$ cat src/rtl/sdr_cmd_monitor.sv
// Passive SDRAM command-bus monitor. It decodes commands, tracks open/closed state per bank,
// checks tRCD/tRP/tRAS and bank protocol rules, and keeps event counters and sticky error flags.
module sdr_cmd_monitor #(
  parameter int NUM_BANKS = 4,
  parameter int BA_W      = 2,
  parameter int ROW_W     = 13,
  parameter int CNT_W     = 16,
  parameter int T_RCD     = 3,
  parameter int T_RP      = 3,
  parameter int T_RAS     = 6
) (
  input  logic                 sdram_clk,
  input  logic                 sdram_rst,
  input  logic                 sdr_cke,
  input  logic                 sdr_cs_n,
  input  logic                 sdr_ras_n,
  input  logic                 sdr_cas_n,
  input  logic                 sdr_we_n,
  input  logic [BA_W-1:0]      sdr_ba,
  input  logic [ROW_W-1:0]     sdr_addr,
  input  logic                 clr_cnt,
  input  logic                 clr_err,
  output logic                 cmd_valid,
  output logic [3:0]           cmd_code,
  output logic [NUM_BANKS-1:0] bank_open,
  output logic [CNT_W-1:0]     act_cnt,
  output logic [CNT_W-1:0]     rd_cnt,
  output logic [CNT_W-1:0]     wr_cnt,
  output logic [CNT_W-1:0]     pre_cnt,
  output logic [CNT_W-1:0]     ref_cnt,
  output logic                 err_rcd,
  output logic                 err_rp,
  output logic                 err_ras,
  output logic                 err_closed,
  output logic                 err_act_open,
  output logic                 err_ref_open,
  output logic [BA_W-1:0]      err_bank
);

  typedef enum logic [3:0] {
    C_NOP  = 4'd0,
    C_ACT  = 4'd1,
    C_RD   = 4'd2,
    C_WR   = 4'd3,
    C_PRE  = 4'd4,
    C_PALL = 4'd5,
    C_REF  = 4'd6,
    C_MRS  = 4'd7,
    C_BST  = 4'd8
  } cmd_e;

  localparam int T_MAX_A = (T_RCD > T_RAS) ? T_RCD : T_RAS;
  localparam int T_MAX   = (T_MAX_A > T_RP) ? T_MAX_A : T_RP;
  localparam int SW      = $clog2(T_MAX + 2);

  localparam logic [SW-1:0] RCD_L = SW'(T_RCD);
  localparam logic [SW-1:0] RP_L  = SW'(T_RP);
  localparam logic [SW-1:0] RAS_L = SW'(T_RAS);
  localparam logic [SW-1:0] S_MAX = '1;

  cmd_e            dec;
  cmd_e            cmd_q;
  logic [BA_W-1:0] ba_q;
  logic            clr_cnt_q;
  logic            clr_err_q;

  logic [SW-1:0] since_act [NUM_BANKS];
  logic [SW-1:0] since_pre [NUM_BANKS];

  // X/Z on any control pin matches no case item and therefore falls through to NOP.
  always_comb begin
    dec = C_NOP;
    case ({sdr_cke, sdr_cs_n, sdr_ras_n, sdr_cas_n, sdr_we_n})
      5'b10011: dec = C_ACT;
      5'b10101: dec = C_RD;
      5'b10100: dec = C_WR;
      5'b10010: dec = (sdr_addr[10] == 1'b1) ? C_PALL : C_PRE;
      5'b10001: dec = C_REF;
      5'b10000: dec = C_MRS;
      5'b10110: dec = C_BST;
      default:  dec = C_NOP;
    endcase
  end

  // Input stage; clears travel with the command so they line up with it.
  always_ff @(posedge sdram_clk) begin
    if (sdram_rst) begin
      cmd_q     <= C_NOP;
      ba_q      <= '0;
      clr_cnt_q <= 1'b0;
      clr_err_q <= 1'b0;
    end else begin
      cmd_q     <= dec;
      ba_q      <= sdr_ba;
      clr_cnt_q <= clr_cnt;
      clr_err_q <= clr_err;
    end
  end

  logic [NUM_BANKS-1:0] act_hit, rw_hit, pre_hit;
  logic [NUM_BANKS-1:0] v_act_open, v_rp, v_closed, v_rcd, v_ras;
  logic [NUM_BANKS-1:0] open_nxt;
  logic                 ref_hit, v_ref_open, new_err, err_any;
  logic [BA_W-1:0]      low_open, low_ras, new_bank;

  always_comb begin
    act_hit    = '0;
    rw_hit     = '0;
    pre_hit    = '0;
    v_act_open = '0;
    v_rp       = '0;
    v_closed   = '0;
    v_rcd      = '0;
    v_ras      = '0;
    open_nxt   = bank_open;
    low_open   = '0;
    low_ras    = '0;
    ref_hit    = (cmd_q == C_REF) || (cmd_q == C_MRS);
    for (int b = 0; b < NUM_BANKS; b++) begin
      act_hit[b]    = (cmd_q == C_ACT) && (ba_q == BA_W'(b));
      rw_hit[b]     = ((cmd_q == C_RD) || (cmd_q == C_WR)) && (ba_q == BA_W'(b));
      pre_hit[b]    = ((cmd_q == C_PRE) && (ba_q == BA_W'(b))) || (cmd_q == C_PALL);
      v_act_open[b] = act_hit[b] && bank_open[b];
      v_rp[b]       = act_hit[b] && (since_pre[b] < RP_L);
      v_closed[b]   = rw_hit[b] && !bank_open[b];
      v_rcd[b]      = rw_hit[b] && bank_open[b] && (since_act[b] < RCD_L);
      v_ras[b]      = pre_hit[b] && bank_open[b] && (since_act[b] < RAS_L);
      if (pre_hit[b]) open_nxt[b] = 1'b0;
      if (act_hit[b]) open_nxt[b] = 1'b1;
    end
    // Scan downwards so the lowest index is the one left standing.
    for (int b = NUM_BANKS - 1; b >= 0; b--) begin
      if (bank_open[b]) low_open = BA_W'(b);
      if (v_ras[b])     low_ras  = BA_W'(b);
    end
    v_ref_open = ref_hit && (|bank_open);
    new_err    = (|v_act_open) || (|v_rp) || (|v_closed) || (|v_rcd) || (|v_ras) || v_ref_open;
    if (ref_hit)              new_bank = low_open;
    else if (cmd_q == C_PALL) new_bank = low_ras;
    else                      new_bank = ba_q;
    err_any = err_rcd || err_rp || err_ras || err_closed || err_act_open || err_ref_open;
  end

  function automatic logic [CNT_W-1:0] bump(input logic [CNT_W-1:0] cnt,
                                            input logic inc, input logic clr);
    logic [CNT_W-1:0] base;
    base = clr ? '0 : cnt;
    if (inc && (base != '1)) return base + CNT_W'(1);
    return base;
  endfunction

  always_ff @(posedge sdram_clk) begin
    if (sdram_rst) begin
      for (int b = 0; b < NUM_BANKS; b++) begin
        since_act[b] <= S_MAX;
        since_pre[b] <= S_MAX;
      end
      bank_open    <= '0;
      cmd_valid    <= 1'b0;
      cmd_code     <= 4'd0;
      act_cnt      <= '0;
      rd_cnt       <= '0;
      wr_cnt       <= '0;
      pre_cnt      <= '0;
      ref_cnt      <= '0;
      err_rcd      <= 1'b0;
      err_rp       <= 1'b0;
      err_ras      <= 1'b0;
      err_closed   <= 1'b0;
      err_act_open <= 1'b0;
      err_ref_open <= 1'b0;
      err_bank     <= '0;
    end else begin
      // Set to 1 on the command so the value seen k edges later equals the distance k.
      for (int b = 0; b < NUM_BANKS; b++) begin
        if (act_hit[b])                since_act[b] <= SW'(1);
        else if (since_act[b] != S_MAX) since_act[b] <= since_act[b] + SW'(1);
        if (pre_hit[b])                since_pre[b] <= SW'(1);
        else if (since_pre[b] != S_MAX) since_pre[b] <= since_pre[b] + SW'(1);
      end
      bank_open <= open_nxt;
      cmd_valid <= (cmd_q != C_NOP);
      cmd_code  <= cmd_q;

      act_cnt <= bump(act_cnt, cmd_q == C_ACT, clr_cnt_q);
      rd_cnt  <= bump(rd_cnt,  cmd_q == C_RD,  clr_cnt_q);
      wr_cnt  <= bump(wr_cnt,  cmd_q == C_WR,  clr_cnt_q);
      pre_cnt <= bump(pre_cnt, (cmd_q == C_PRE) || (cmd_q == C_PALL), clr_cnt_q);
      ref_cnt <= bump(ref_cnt, cmd_q == C_REF, clr_cnt_q);

      err_rcd      <= (err_rcd      && !clr_err_q) || (|v_rcd);
      err_rp       <= (err_rp       && !clr_err_q) || (|v_rp);
      err_ras      <= (err_ras      && !clr_err_q) || (|v_ras);
      err_closed   <= (err_closed   && !clr_err_q) || (|v_closed);
      err_act_open <= (err_act_open && !clr_err_q) || (|v_act_open);
      err_ref_open <= (err_ref_open && !clr_err_q) || v_ref_open;

      if (new_err && (clr_err_q || !err_any)) err_bank <= new_bank;
      else if (clr_err_q)                     err_bank <= '0;
    end
  end

endmodule

$ cat config.mk
export PLATFORM = sky130hd
export DESIGN_NAME = sdr_cmd_monitor
export DESIGN_NICKNAME = d
export VERILOG_FILES = /design/src/rtl/sdr_cmd_monitor.sv
export SDC_FILE = /design/constraint.sdc
export NUM_CORES = 1
export LEC_CHECK = 0
export BUFFER_PORTS_ARGS = -buffer_cell sky130_fd_sc_hd__buf_2
export CORE_MARGIN = 10
export CORE_UTILIZATION = 45
export DETAILED_ROUTE_END_ITERATION = 7
export HOLD_SLACK_MARGIN = 0.02
export PLACE_DENSITY = 0.71
export SYNTH_ARGS = -nofsm -noshare
export SYNTH_HDL_FRONTEND = slang
export SYNTH_SLANG_ARGS = --single-unit
$ cat constraint.sdc
create_clock -name sdram_clk -period 4.88 [get_ports sdram_clk]
set_input_delay 0.976 -clock sdram_clk [delete_from_list [all_inputs] [get_ports sdram_clk]]
set_output_delay 0.976 -clock sdram_clk [all_outputs]
set_load 0.02 [all_outputs]
**Word-level counts from Yosys, hierarchy flattened**

Memories as Yosys holds them, arrays and structs flattened.
Index checks and enable logic that the tools add are counted.

- Flip-flop bits (word level): 105
- Memory bits (writable): 24
- Bits of input ports: 24
- Output and inout port bits: 97
- Logic and storage cells: 312
- Memories kept: 2

Memories:

| memory | words | bits a word | rd ports | clocked after Yosys merged registers in | write ports | RTL line | source |
|---|---|---|---|---|---|---|---|
| since_act | 4 | 3 | 4 | 0 | 4 | 67 | `logic [SW-1:0] since_act [NUM_BANKS];` |
| since_pre | 4 | 3 | 4 | 0 | 4 | 68 | `logic [SW-1:0] since_pre [NUM_BANKS];` |

- Add/subtract/negate cells: 13
- Magnitude comparators: 12
- Equality and inequality tests: 30
- Mux-type cells: 121
- Bitwise gates (word level): 16
- Reductions and logical operators: 96

Operators by type and width:

| cell | number |
|---|---|
| $mux 16 | 15 |
| $add 16x1->16 const B | 5 |
| $ne 16x16->1 const B | 5 |
| $mux 1 | 77 |
| $logic_and 1x1->1 | 53 |
| $mux 3 | 16 |
| $eq 5x5->1 const B | 7 |
| $pmux 4 s7 | 1 |
| $add 3x1->3 const B | 8 |
| $logic_or 1x1->1 | 24 |
| $lt 3x2->1 const B | 8 |
| $mux 2 | 12 |
| $ne 3x3->1 const B | 8 |
| $reduce_or 4->1 | 6 |
| $eq 4x3->1 const B | 4 |
| $or 1x1->1 | 16 |
| $lt 3x3->1 const B | 4 |
| $reduce_bool 2->1 | 5 |
| $eq 4x2->1 const B | 2 |
| $logic_not 1->1 | 6 |
| $eq 2x2->1 const B | 2 |
| $eq 4x1->1 const B | 1 |
| $reduce_bool 4->1 | 1 |
| $eq 2x1->1 const B | 1 |
| $logic_not 2->1 | 1 |

**Longest topological paths before layout**

- Depth in word-level cells: 12
- Depth in mapped cells: 11
- Depth with buffers taken out: 8

**Worst setup path before layout**

No wires, ideal clock.

- Path type: reg2reg
- From: register clr_cnt_q
- To: register wr_cnt[11]
- Library setup time: 0.128 ns
- Data arrival time: 2.540 ns
- Slack: 2.213 ns
- Cell stages (with the launch flop): 11
- Clock period less this slack: 2.667 ns
- Path through: dfxtp_1 -> clkbuf_1 -> clkbuf_1 -> clkbuf_1 -> nor2b_1 -> ha_1 -> and4b_1 -> a311oi_1 -> nand4_1 -> xnor2_1 -> nor2_1

- Word-level cells in the longest chain between the ends: 6
- Elaborated cells on any way between the ends: 8
- Those cells by class: add/sub (1); eq/ne (1); mux (5); reduce/logical (1)

Ends and longest elaborated chain:

| what | RTL line | source |
|---|---|---|
| start, declared | 64 | `logic clr_cnt_q;` |
| start signal, assigned | 95 | `clr_cnt_q <= clr_cnt;` |
| $mux 16 (*) | 147 | `base = clr ? '0 : cnt;` |
| branches (longest 4 deep; another with $add 16x1->16) | - |  |
| $mux 16 (*) | 149 | `return base;` |
| end signal, assigned | 187 | `wr_cnt <= bump(wr_cnt, cmd_q == C_WR, clr_cnt_q);` |
| end, declared | 28 | `output logic [CNT_W-1:0] wr_cnt,` |

Mark *: on every way between the ends. The select of a mux whose other input is x is not followed.
A chain may end at the register's enable or synchronous reset.

**Final worst setup path**

- From: register clr_cnt_q
- To: register ref_cnt[5]

- Word-level cells in the longest chain between the ends: 6
- Elaborated cells on any way between the ends: 8
- Those cells by class: add/sub (1); eq/ne (1); mux (5); reduce/logical (1)

Ends and longest elaborated chain:

| what | RTL line | source |
|---|---|---|
| $mux 16 (*) | 147 |  |
| branches (longest 4 deep; another with $add 16x1->16) | - |  |
| $mux 16 (*) | 149 |  |
| end signal, assigned | 189 | `ref_cnt <= bump(ref_cnt, cmd_q == C_REF, clr_cnt_q);` |
| end, declared | 30 | `output logic [CNT_W-1:0] ref_cnt,` |

Marks and branches as above.

==> impl_metrics.yaml <==
outcome:
  status: "finished, final reports clean"
synthesis:
  syn_nets: 759
  ys.warnings.count: 0
  synth_cells: 714
  ys_seq_elements: 129
  syn_area_per_cell_um2: 9.03
  async_flop_share: 0
  synth_edf_count: 24
  yosys_most_used_dff: "dfxtp_1"
  synth_cell_types: 64
  netlist_area_um2: 6450
  synth-seq-area-share: 0.438
worst_setup_path:
  cp_max_fo: 21
  crit_required_ns: 5.15
  regToRegSetupSlack_ns: 2.09
  crit_type: "reg -> reg"
  r2r_end: "ref_cnt[5]"
  cpPeakStageDelay_ns: 0.70
  crit_buf_inv: 2
  rr_worst_depth: 8
  crit_family: "simple AND/OR/NAND/NOR gates"
  worst_ep_arrival_time_ns: 3.06
  r2r-start: "clr_cnt_q"
  crit_chain: "buf_4, buf_4, nand4b_1, nor4_1, a21boi_1, or3b_2, xor2_1, nor2_1"
  crit_path_end_kind: "flop"
  cp-start-kind: "flop"
  crit_top_cell: "buf_4"
  slowest_stage: "dfxtp_1"
worst_hold_path:
  min_from: "err_rcd"
  worstHoldPathType: "reg -> reg"
  hold_depth: 2
  holdPathEnd: "err_rcd"
placement:
  gp_congestion: 0.804
  portBuffers: 108
  dp_hpwl_mm: 10.8
  postPlaceCellArea_um2: 7120
detailed_routing:
  vias: 5296
  avgRoutedWirePerCell_um: 15.0
  drt-initial-drc-count: 235
  firstDrtPassIters: 5
  postRouteWirelength_mm: 15.1
  viasPerCell: 5.25
  ant_nets: 0
  drc_errors: 0
sta:
  maxSlewHeadroom: 0.432
  fin_tns_setup_ns: 0
  finalSetupViolations: 0
  clock.fmax_mhz: 359
  slew_violations: 0
  worst_slew_pin_slew_ns: 0.851
  clock_skew_ns: 0.00664
  rsz0062_at_grt: "false"
  timing.final.crit_share: 0.571
  hold_viol: 0
  period_minus_slack_ns: 2.79
clocking:
  cts_setup_buffers: 0
  htree_levels: 4
  path_clk_slew_ns: 0.05
  cts.repair.resized: 0
  cts_made_buffers: 17
  cts_tree: "yes"
  clock_latency_ns: 0.42
  hold_buffers: 0
  clock-sinks: 129
  cts_buffer_depth: 2
  cts-root-buf: "clkbuf_16"
floorplanning:
  rows: 43
  ioPinCount: 121
  initial_utilization: 0.461
  core-area_um2: 14000
  die_w_um: 140
  die_h_um: 140
  die_area_um2: 19500
final_layout:
  design_area_um2: 7680
  final_common_cell: "nor2_1"
  multi_input_area_um2: 3470
  fin_nets: 861
  n_antenna_cell: 0
  drive_above_1_share: 0.186
  fill_cells: 1316
  layout_common_cells: "nor2_1 (117), buf_2 (108), dfxtp_1 (105)"
  syn2layout_area_growth_pct: 19.1
  seq_area_um2: 2820
pwr:
  peakVddDrop_mv: 0.262
  p_total_mw: 2.99
  p_leak_nw: 3.04
  power.density_nw_per_um2: 390
global_routing:
  antenna_found_initial: 0
  grtUsageTotal: 0.155
  first_global_vias: 5136
  grt_overflow_total: 0
  grt_max_degree: 52
  grt_pass1_wl_mm: 25.4
job:
  maxCapViolCount: 0
[layer usage]
layer	wire length, um	track usage	share of wire
met3	778	0.0517	0.051
met1	7110	0.194	0.47
met5	0	0	0
met2	7030	0.243	0.47
met4	195	0.0527	0.013
[Yosys cell counts (all sizes together), types with 7 or more instances]
cell	instances	area [um2]
nor2b	29	181
nor2	117	439
nand3b	11	82.6
clkbuf	22	82.6
a21oi	29	145
o21bai	16	120
nand3	32	160
inv	7	26.3
nand4	21	131
nor4	9	68.8
o21ai	15	75.1
edfxtp	24	721
ha	21	263
nand2	48	180
a211oi	8	65.1
dfxtp	105	2100
nand2b	30	188
and3	15	93.8
buf	7	45.0
or3	10	62.6
xnor2	42	368
xor2	23	201
nor3	9	50.1
[flip-flops by register name, indices dropped and copies added, names as in the netlist, 2 cells and up]
register and cells:
rd_cnt 16, pre_cnt 16, cmd_q 4, err_bank 2, bank_open 4, since_pre 12, ba_q 2, since_act 12
act_cnt 16, wr_cnt 16, ref_cnt 16, cmd_code 4
[logic make-up (layout without fill, tap and decap cells)]
group / Yosys count / count (layout) / share of synthesized area
multiplexers: 6 / 6 / 0.0113
buffers and inverters: 37 / 152 / 0.0244
AND/OR/NAND/NOR: 363 / 363 / 0.296
flip-flops: 129 / 129 / 0.438
adder cells (fa/ha/maj): 21 / 21 / 0.0407
XOR/XNOR: 65 / 65 / 0.0883
AO/OA/AOI/OAI: 93 / 93 / 0.101
[report_power, final]
group          leakage, nW  switching, mW  internal (mW)  total, mW
sequential            1.05         0.0857           1.25       1.33
clock                0.280          0.444          0.768       1.21
combinational         1.71          0.251          0.198      0.449
total                 3.04          0.780           2.21       2.99
[per-stage QoR]
step	setup slack [ns]	instances	util	hold WS, ns
2_1_floorplan	2.21	714	-	0.546
3_3_place_gp	2.07	977	0.509	0.467
3_5_place_dp	2.08	977	0.509	0.472
4_1_cts	2.06	1009	0.549	0.478
5_1_grt	1.83	1009	0.549	0.501
6_report	2.09	1009	0.549	0.477
[layout make-up]
class	count	area share
clock inverter	5	0.00651
sequential	129	0.367
multi-input combinational	548	0.452
clock buffer	27	0.0669
inverter	8	0.00391
tap	180	0.0293
timing repair buffer	112	0.0743
[worst max path at each step]
stage	slack, ns	cells after the start	start	end
finish	2.09	8	clr_cnt_q	ref_cnt[5]
global route	1.83	9	clr_cnt_q	ref_cnt[5]
CTS	2.06	9	clr_cnt_q	ref_cnt[5]
detailed placement	2.08	9	clr_cnt_q	ref_cnt[5]
global placement	2.07	8	clr_cnt_q	ref_cnt[5]
floorplan	2.21	10	clr_cnt_q	wr_cnt[11]
[worst reg2reg max path, cell delays in order, from the launching register on]
cell      delay [ns]
dfxtp_1         0.70
buf_4           0.33
buf_4           0.23
nand4b_1        0.15
nor4_1          0.10
a21boi_1        0.44
or3b_2          0.50
xor2_1          0.15
nor2_1          0.05
Note: power is estimated with default switching activity, not from simulation.
